$ cat src/rtl/fetch_stage_if.sv
// rtl/fetch_stage_if.sv - instruction memory request/response bundle between fetch and imem
interface fetch_stage_if #(
    parameter int PC_W    = 11,
    parameter int INSTR_W = 16
);
    logic               imem_req;
    logic [PC_W-1:0]    imem_addr;
    logic               imem_ready;
    logic               imem_rvalid;
    logic [INSTR_W-1:0] imem_rdata;

    // Fetch stage drives requests and receives responses
    modport master (
        output imem_req,
        output imem_addr,
        input  imem_ready,
        input  imem_rvalid,
        input  imem_rdata
    );

    // Instruction memory side
    modport slave (
        input  imem_req,
        input  imem_addr,
        output imem_ready,
        output imem_rvalid,
        output imem_rdata
    );
endinterface

$ cat src/rtl/fetch_stage.sv
// rtl/fetch_stage.sv - MINI-RISC fetch stage with credit-limited prefetch buffer
module fetch_stage #(
    parameter int PC_W     = 11,
    parameter int INSTR_W  = 16,
    parameter int RESET_PC = 0,
    parameter int DEPTH    = 2
) (
    input  logic               clk,
    input  logic               reset,
    input  logic               stall_F,
    input  logic               redirect_valid,
    input  logic [PC_W-1:0]    redirect_addr,
    fetch_stage_if.master      imem,
    output logic [INSTR_W-1:0] instruction_out,
    output logic [PC_W-1:0]    pc_out,
    output logic               instr_valid
);
    // DEPTH is a power of two, so pointers wrap naturally; counters need one extra bit to hold DEPTH
    localparam int PTR_W = $clog2(DEPTH);
    localparam int CNT_W = PTR_W + 1;

    logic [PC_W-1:0]    fpc;
    logic [CNT_W-1:0]   outstanding;
    logic [CNT_W-1:0]   drop_cnt;
    logic [CNT_W-1:0]   count;

    // PCs of requests accepted by memory but not yet answered
    logic [PC_W-1:0]    pcq_mem [DEPTH];
    logic [PTR_W-1:0]   pcq_wr;
    logic [PTR_W-1:0]   pcq_rd;

    // Prefetch buffer of returned {instr, pc} pairs
    logic [INSTR_W-1:0] fifo_instr [DEPTH];
    logic [PC_W-1:0]    fifo_pc    [DEPTH];
    logic [PTR_W-1:0]   fifo_wr;
    logic [PTR_W-1:0]   fifo_rd;

    logic [CNT_W:0]     credits_used;
    logic               accept;
    logic               resp;
    logic               resp_keep;
    logic               resp_drop;
    logic               pop;

    // Buffered plus outstanding work may never exceed DEPTH, which keeps the FIFO from overflowing
    assign credits_used  = {1'b0, outstanding} + {1'b0, count};
    assign imem.imem_req = !reset && !redirect_valid && (credits_used < (CNT_W+1)'(DEPTH));
    assign imem.imem_addr = fpc;

    assign accept    = imem.imem_req && imem.imem_ready;
    // A response with nothing outstanding is spurious and ignored entirely
    assign resp      = imem.imem_rvalid && (outstanding != '0);
    // During a redirect the arriving response is discarded along with everything else
    assign resp_keep = resp && !redirect_valid && (drop_cnt == '0);
    assign resp_drop = resp && !redirect_valid && (drop_cnt != '0);

    assign instr_valid     = (count != '0) && !redirect_valid;
    assign pop             = instr_valid && !stall_F;
    assign instruction_out = instr_valid ? fifo_instr[fifo_rd] : '0;
    assign pc_out          = instr_valid ? fifo_pc[fifo_rd] : '0;

    // Control state: fetch PC, credit counters, drop counter and queue pointers
    always_ff @(posedge clk or posedge reset) begin
        if (reset) begin
            fpc         <= PC_W'(RESET_PC);
            outstanding <= '0;
            drop_cnt    <= '0;
            count       <= '0;
            pcq_wr      <= '0;
            pcq_rd      <= '0;
            fifo_wr     <= '0;
            fifo_rd     <= '0;
        end else begin
            if (accept) begin
                fpc    <= fpc + PC_W'(1);
                pcq_wr <= pcq_wr + PTR_W'(1);
            end
            if (resp) begin
                pcq_rd <= pcq_rd + PTR_W'(1);
            end
            outstanding <= outstanding + CNT_W'(accept) - CNT_W'(resp);

            if (redirect_valid) begin
                // Everything still in flight after this edge belongs to the old path
                fpc      <= redirect_addr;
                drop_cnt <= outstanding - CNT_W'(resp);
                count    <= '0;
                fifo_wr  <= '0;
                fifo_rd  <= '0;
            end else begin
                if (resp_drop) begin
                    drop_cnt <= drop_cnt - CNT_W'(1);
                end
                if (resp_keep) begin
                    fifo_wr <= fifo_wr + PTR_W'(1);
                end
                if (pop) begin
                    fifo_rd <= fifo_rd + PTR_W'(1);
                end
                count <= count + CNT_W'(resp_keep) - CNT_W'(pop);
            end
        end
    end

    // Queue storage; validity is tracked by the pointers and counters, so no reset is needed
    always_ff @(posedge clk) begin
        if (accept) begin
            pcq_mem[pcq_wr] <= fpc;
        end
        if (resp_keep) begin
            fifo_instr[fifo_wr] <= imem.imem_rdata;
            fifo_pc[fifo_wr]    <= pcq_mem[pcq_rd];
        end
    end
endmodule
$ cat src/flat_wrapper.sv
// flat-port wrapper written by rule: the top's interface ports become plain ports
module fetch_stage_flat 
#(
    parameter int PC_W     = 11,
    parameter int INSTR_W  = 16,
    parameter int RESET_PC = 0,
    parameter int DEPTH    = 2
)
  (clk, reset, stall_F, redirect_valid, redirect_addr, instruction_out, pc_out, instr_valid, imem_imem_req, imem_imem_addr, imem_imem_ready, imem_imem_rvalid, imem_imem_rdata);
  fetch_stage_if #(.PC_W(PC_W), .INSTR_W(INSTR_W)) imem_i ();
  input  logic clk;
  input  logic reset;
  input  logic stall_F;
  input  logic redirect_valid;
  input  logic [PC_W-1:0] redirect_addr;
  output logic [INSTR_W-1:0] instruction_out;
  output logic [PC_W-1:0] pc_out;
  output logic instr_valid;
  output wire logic [$bits(imem_i.imem_req)-1:0] imem_imem_req;
  output wire logic [$bits(imem_i.imem_addr)-1:0] imem_imem_addr;
  input wire logic [$bits(imem_i.imem_ready)-1:0] imem_imem_ready;
  input wire logic [$bits(imem_i.imem_rvalid)-1:0] imem_imem_rvalid;
  input wire logic [$bits(imem_i.imem_rdata)-1:0] imem_imem_rdata;
  assign imem_imem_req = imem_i.imem_req;
  assign imem_imem_addr = imem_i.imem_addr;
  assign imem_i.imem_ready = imem_imem_ready;
  assign imem_i.imem_rvalid = imem_imem_rvalid;
  assign imem_i.imem_rdata = imem_imem_rdata;
  fetch_stage #(.PC_W(PC_W), .INSTR_W(INSTR_W), .RESET_PC(RESET_PC), .DEPTH(DEPTH)) u_core (.clk(clk), .reset(reset), .stall_F(stall_F), .redirect_valid(redirect_valid), .redirect_addr(redirect_addr), .imem(imem_i), .instruction_out(instruction_out), .pc_out(pc_out), .instr_valid(instr_valid));
endmodule
$ cat config.mk
export PLATFORM = sky130hd
export DESIGN_NAME = fetch_stage_flat
export DESIGN_NICKNAME = d
export VERILOG_FILES = /design/src/rtl/fetch_stage_if.sv /design/src/rtl/fetch_stage.sv /design/src/flat_wrapper.sv
export SDC_FILE = /design/constraint.sdc
export NUM_CORES = 1
export LEC_CHECK = 0
export BUFFER_PORTS_ARGS = -buffer_cell sky130_fd_sc_hd__clkbuf_2
export CORE_ASPECT_RATIO = 1.25
export CORE_UTILIZATION = 25
export DETAILED_ROUTE_END_ITERATION = 12
export PLACE_DENSITY = 0.54
export SLEW_MARGIN = 20
export SYNTH_ARGS = -nofsm -noshare
export SYNTH_HDL_FRONTEND = slang
export SYNTH_SLANG_ARGS = --single-unit
$ cat constraint.sdc
create_clock -name clk -period 8.51 [get_ports clk]
set_input_delay 0 -clock clk [delete_from_list [all_inputs] [get_ports clk]]
set_output_delay 0 -clock clk [all_outputs]
set_load 0.02 [all_outputs]
# Word-level counts from Yosys, hierarchy flattened
# Memory sizes are Yosys's and may differ from the RTL's.
# Cells that the tools add are included.
[classes] n_reduce_logical=20 addsub=12 mux=15 n_lt_le_gt_ge=1
[ops] cell="two-way mux 11 bit" count=3
[ops] cell="two-way mux 16 bit" count=1
[ops] cell="nonzero test 2 bit" count=7
[ops] cell="adder 11 x 1 -> 11 bit, second input constant" count=1
[ops] cell="logical AND 1 bit" count=9
[ops] cell="two-way mux 1 bit" count=8
[ops] cell="two-way mux 2 bit" count=3
[ops] cell="subtractor 2 x 1 -> 2 bit" count=3
[ops] cell="adder 1 bit, second input constant" count=4
[ops] cell="adder 2 x 1 -> 2 bit" count=2
[ops] cell="adder 2 x 2 -> 3 bit" count=1
[ops] cell="logical NOT 1 bit" count=3
[ops] cell="< comparator 3 x 2 -> 1 bit, second input constant" count=1
[ops] cell="logical NOT 2 bit" count=1
[ops] cell="subtractor 2 x 1 -> 2 bit, second input constant" count=1
[word_totals] elab_cells=59 out_inout_bits=40 register_bits=21 memories=3 ramBits=76
[mem_list] memory="u_core.fifo_instr" depth=2 word_bits=16 read_ports=1 rd_ports_with_merged_regs=0 wr=1 line="fetch_stage.sv:33" text="logic [INSTR_W-1:0] fifo_instr [DEPTH];"
[mem_list] memory="u_core.fifo_pc" depth=2 word_bits=11 read_ports=1 rd_ports_with_merged_regs=0 wr=1 line="fetch_stage.sv:34" text="logic [PC_W-1:0] fifo_pc [DEPTH];"
[mem_list] memory="u_core.pcq_mem" depth=2 word_bits=11 read_ports=1 rd_ports_with_merged_regs=0 wr=1 line="fetch_stage.sv:28" text="logic [PC_W-1:0] pcq_mem [DEPTH];"

# Depth between registers and ports, before layout
[depth] depth_word=7 depth_mapped=8

# Worst setup path before layout
# Ideal clock, no wire load.
[synth_path] kind="register to register" start="register u_core.outstanding[1]" end="memory u_core.fifo_instr[0][0], enable pin" required_ps=8065 path_slack_ps=5482 path_stages_with_launch=5 arrival_ps=2583 setup_time_ps=445 n_path_buf=0 path_cell_list="dfrtp_1 o21ai_0 inv_1 nand2_1 nor3_1"
[synth_between] elab_chain_len=6
[synth_lines] element="start, declared" line="fetch_stage.sv:23" text="logic [CNT_W-1:0] outstanding;"
[synth_lines] element="start signal, assigned" line="fetch_stage.sv:81" text="outstanding <= outstanding + CNT_W'(accept) - CNT_W'(resp);"
[synth_lines] element="nonzero test 2 bit" line="fetch_stage.sv:52" text="assign resp = imem.imem_rvalid && (outstanding != '0);"
[synth_lines] element="logical AND 1 bit" line="fetch_stage.sv:52"
[synth_lines] element="logical AND 1 bit (2 in series)" line="fetch_stage.sv:54" text="assign resp_keep = resp && !redirect_valid && (drop_cnt == '0);"
[synth_lines] element="two-way mux 1 bit" line="fetch_stage.sv:110" text="if (resp_keep) begin"
[synth_lines] element="two-way mux 1 bit (implied by the code)" line="fetch_stage.sv:111" text="fifo_instr[fifo_wr] <= imem.imem_rdata;"
[synth_lines] element="end, declared" line="fetch_stage.sv:33"
# Every way passes these cells.

# Worst setup path after layout
[layout_path] start="register u_core.count[0]" end="memory u_core.pcq_mem[0][1], enable pin"
[layout_between] elab_chain_len=6
[layout_lines] element="start, declared" line="fetch_stage.sv:25" text="logic [CNT_W-1:0] count;"
[layout_lines] element="start signal, assigned" line="fetch_stage.sv:100" text="count <= count + CNT_W'(resp_keep) - CNT_W'(pop);"
[layout_lines] element="adder 2 x 2 -> 3 bit" line="fetch_stage.sv:46" text="assign credits_used = {1'b0, outstanding} + {1'b0, count};"
[layout_lines] element="< comparator 3 x 2 -> 1 bit" line="fetch_stage.sv:47" text="assign imem.imem_req = !reset && !redirect_valid && (credits_used < (CNT_W+1)'(DEPTH));"
[layout_lines] element="logical AND 1 bit" line="fetch_stage.sv:47"
[layout_lines] element="logical AND 1 bit" line="fetch_stage.sv:50" text="assign accept = imem.imem_req && imem.imem_ready;"
[layout_lines] element="two-way mux 1 bit" line="fetch_stage.sv:107" text="if (accept) begin"
[layout_lines] element="two-way mux 1 bit (implied by the code)" line="fetch_stage.sv:108" text="pcq_mem[pcq_wr] <= fpc;"
[layout_lines] element="end, declared" line="fetch_stage.sv:28"
# Every way passes these cells.

==> metrics.md <==
| Metric | Value |
|---|---|
| Outcome | `completed` |
| Final Slew Violations | `0` |
| Post-synth top area cell | `edfxtp_1` |
| Pre-CTS WS | `5680 ps` |
| Die width | `115 um` |
| Share of cells above drive strength 1 | `0.281` |
| Crit path depth | `6` |
| Post-cts hold buffer count | `28` |
| N_diodes | `0` |
| Power density over the cells | `242 nW/um2` |
| CP endpoint | `u_core.pcq_mem[0][1]` |
| Placement Rows | `51` |
| Worst reg-to-reg path cell count | `6` |
| WHS | `53.0 ps` |
| Syn Inst Count | `269` |
| Area of placed instances | `4630 um2` |
| # port buffers | `72` |
| Final hold viol count | `0` |
| Worst setup margin | `5710 ps` |
| Post-Layout Inst Area | `5190 um2` |
| RePlAce Congestion | `0.822` |
| Post-synthesis sequential area ratio | `0.698` |
| Final wirelength | `7.67 mm` |
| RSZ-0062 raised after global routing | `no` |
| Final Setup Violations | `0` |
| I/O Pins | `73` |
| Clk slew on worst S/H paths | `60 ps` |
| Pleak | `0.00199 uW` |
| Most frequent cells in the layout | `76 x edfxtp_1, 72 x clkbuf_2, 39 x nor2_1, 34 x mux2i_1, 28 x dlygate4sd3_1` |
| Area grow syn2layout | `29.0%` |
| Worst path slowest cell | `nor2_1` |
| Setup crit start | `u_core.count[0]` |
| Longest Clk Path Bufs | `2` |
| R2r setup slk | `5710 ps` |
| Crit path buffers/inverters | `1` |
| Commonest non-fill, non-tap cell in the layout | `edfxtp_1` |
| Avg WL per Cell | `13.0 um` |
| R2r endpoint | `u_core.pcq_mem[0][1]` |
| Detailed Place HPWL | `5.19 mm` |
| ANT nets after route | `0` |
| Via/cell ratio | `4.11` |
| Pin count of the biggest net entering global routing | `30` |
| CTS root buf | `clkbuf_16` |
| Clock power frac | `0.301` |
| Top post-synthesis cells by area | `edfxtp_1 57%, dfrtp_1 13%, mux2i_1 8.5%` |
| Final nets | `411` |
| Postcts setup bufs | `0` |
| DP Cell Count | `545` |
| R2R Path Start | `u_core.count[0]` |
| Clock latency on the worst-skew pair | `340 ps` |
| Crit path DAT | `2770 ps` |
| Crit-path cells | `inv_1 -> nor2_1 -> fa_1 -> nor4_4 -> nand2_1 -> nor2_1` |
| Routed vias | `2421` |
| Post-synth top area share | `0.567` |
| Startpoint Class | `flip-flop` |
| CTS Buf Count | `9` |
| Register bit total from synthesis | `97` |
| TritonCTS clock tree | `built` |
| Post-synthesis cell type count | `32` |
| Antenna violations before repair | `0` |
| Slew at the pin closest to its max-slew limit | `866 ps` |
| Syn_area_per_cell | `15.0 um2` |
| Synthesized Nets | `308` |
| Total of max-cap violations | `0` |
| Critical path's top delay family | `simple AND/OR/NAND/NOR gates` |
| Sequential power share | `0.499` |
| Worst IR drop on VDD | `0.0000933 V` |
| Max Clk Rate | `357 MHz` |
| Die H | `144 um` |
| Required @ worst endpoint | `8480 ps` |
| Initial drt markers | `82` |
| Net Sw Power | `355 uW` |
| Core area | `15600 um2` |
| Setup TNS | `0 ps` |
| Sw Ratio | `0.283` |
| Yosys synthesis warning count | `0` |
| Syn Std Cell Area | `4030 um2` |
| Power share of the combinational group | `0.200` |
| Drt pass-1 iters | `4` |
| Vias in the first global route | `2433` |
| Clock sinks | `97` |
| First-pass GRT wire length | `12.4 mm` |
| Die area | `16600 um2` |
| Critical path class | `flip-flop to flip-flop` |
| Initial Util | `0.257` |
| Final period utilization | `0.329` |
| Crit path time final | `2800 ps` |
| HP Class | `primary input to flip-flop` |
| Slew HR | `0.420` |
| Int Pwr | `900 uW` |
| Max stage delay on crit path | `740 ps` |
| Non-Filler Instances | `589` |
| CP Max Fanout | `11` |
| CP dominant cell by count | `nor2_1` |
| Worst Skew | `7.64 ps` |
| Overall routing resource usage | `0.101` |
| Grt ovf | `0` |
| # DRC | `0` |
| Post_cts resized | `0` |
| # H-tree levels | `3` |
| Worst Setup End Kind | `flip-flop` |
[per-stage QoR]
| step | util | total power [uW] |
|---|---|---|
| 6_report | 0.332 | 1260 |
| 5_1_grt | 0.332 | 1330 |
| 4_1_cts | 0.332 | 1280 |
| 3_5_place_dp | 0.296 | 884 |
| 3_3_place_gp | 0.296 | 876 |
| 2_1_floorplan | - | 806 |
[routing by layer]
metal / wire, um / global-route usage / vias up / share of wire
met5: 0 / 0 / - / 0
met4: 206 / 0.0636 / 0 / 0.027
met3: 290 / 0.0198 / 13 / 0.038
met2: 3840 / 0.171 / 64 / 0.50
met1: 3330 / 0.118 / 1152 / 0.43
li1: - / - / 1192 / -
[synthesized netlist by cell type]
| cell type | number |
|---|---|
| a21o_1 | 3 |
| nand2_1 | 7 |
| clkbuf_1 | 5 |
| mux2_1 | 1 |
| nor3_1 | 5 |
| o21ai_0 | 3 |
| xnor2_1 | 5 |
| a221o_1 | 7 |
| ha_1 | 5 |
| and2_1 | 2 |
| fa_1 | 1 |
| nand4_1 | 1 |
| buf_2 | 3 |
| or4_1 | 1 |
| nor3b_1 | 1 |
| nand3_1 | 5 |
| or3_1 | 1 |
| o21bai_1 | 4 |
| inv_1 | 11 |
| edfxtp_1 | 76 |
| mux2i_1 | 34 |
| nor2_1 | 39 |
| nor2b_1 | 1 |
| and3_1 | 3 |
| nor4_4 | 1 |
| xor2_1 | 4 |
| a21oi_1 | 2 |
| a21boi_0 | 1 |
| buf_6 | 1 |
| buf_1 | 2 |
| dfrtp_1 | 21 |
| mux2_2 | 13 |
[cells by family after synthesis]
kind of cell | synth area share
adders and majority gates | 0.0205
AOI/OAI and AO/OA | 0.0385
and+or+nand+nor | 0.0768
DFF | 0.698
buffers and inverters | 0.0233
xor gates and xnor gates | 0.0196
muxes | 0.124
[layout make-up]
| type | instances | area, um2 |
|---|---|---|
| well taps | 212 | 265 |
| clock buffers | 11 | 243 |
| clock inverters | 5 | 37.5 |
| flip-flops and latches | 97 | 2810 |
| multi-input cells | 150 | 1130 |
| inverters | 11 | 41.3 |
| repair buffers | 103 | 663 |
| fillers | 1561 | 10400 |
[how the worst min path moves through the flow]
stage	startpoint	endpoint	slack (ps)	cells after the start
final	imem_imem_rvalid	u_core.pcq_rd	50	3
after global routing	imem_imem_rvalid	u_core.pcq_rd	80	3
after CTS	imem_imem_rvalid	u_core.pcq_rd	40	3
after detailed placement	imem_imem_rdata[4]	u_core.fifo_instr[1][4]	190	1
after global placement	imem_imem_rdata[15]	u_core.fifo_instr[1][15]	190	1
after floorplan	reset	u_core.count[0]	-20	1
[power by group through the flow]
stage | clock [uW] | combinational (uW) | sequential, uW
after floorplan | 0 | 188 | 617
after global placement | 0 | 241 | 636
after detailed placement | 0 | 245 | 639
after CTS | 393 | 257 | 629
after global routing | 418 | 281 | 636
final | 378 | 251 | 627
[flip-flops by register name, indices dropped and copies added, names as in the netlist, 2 cells and up]
name / cells
u_core.fifo_instr: 32
u_core.fifo_pc: 22
u_core.imem.imem_addr: 11
u_core.outstanding: 2
u_core.count: 2
u_core.pcq_mem: 22
u_core.drop_cnt: 2
[worst min-delay path: cells and delay by family]
kind	cells	cell delay (ps)
buf+inv	1	80
xor+xnor	1	90
compound gates	1	180
(Power assumes the default switching activity.)
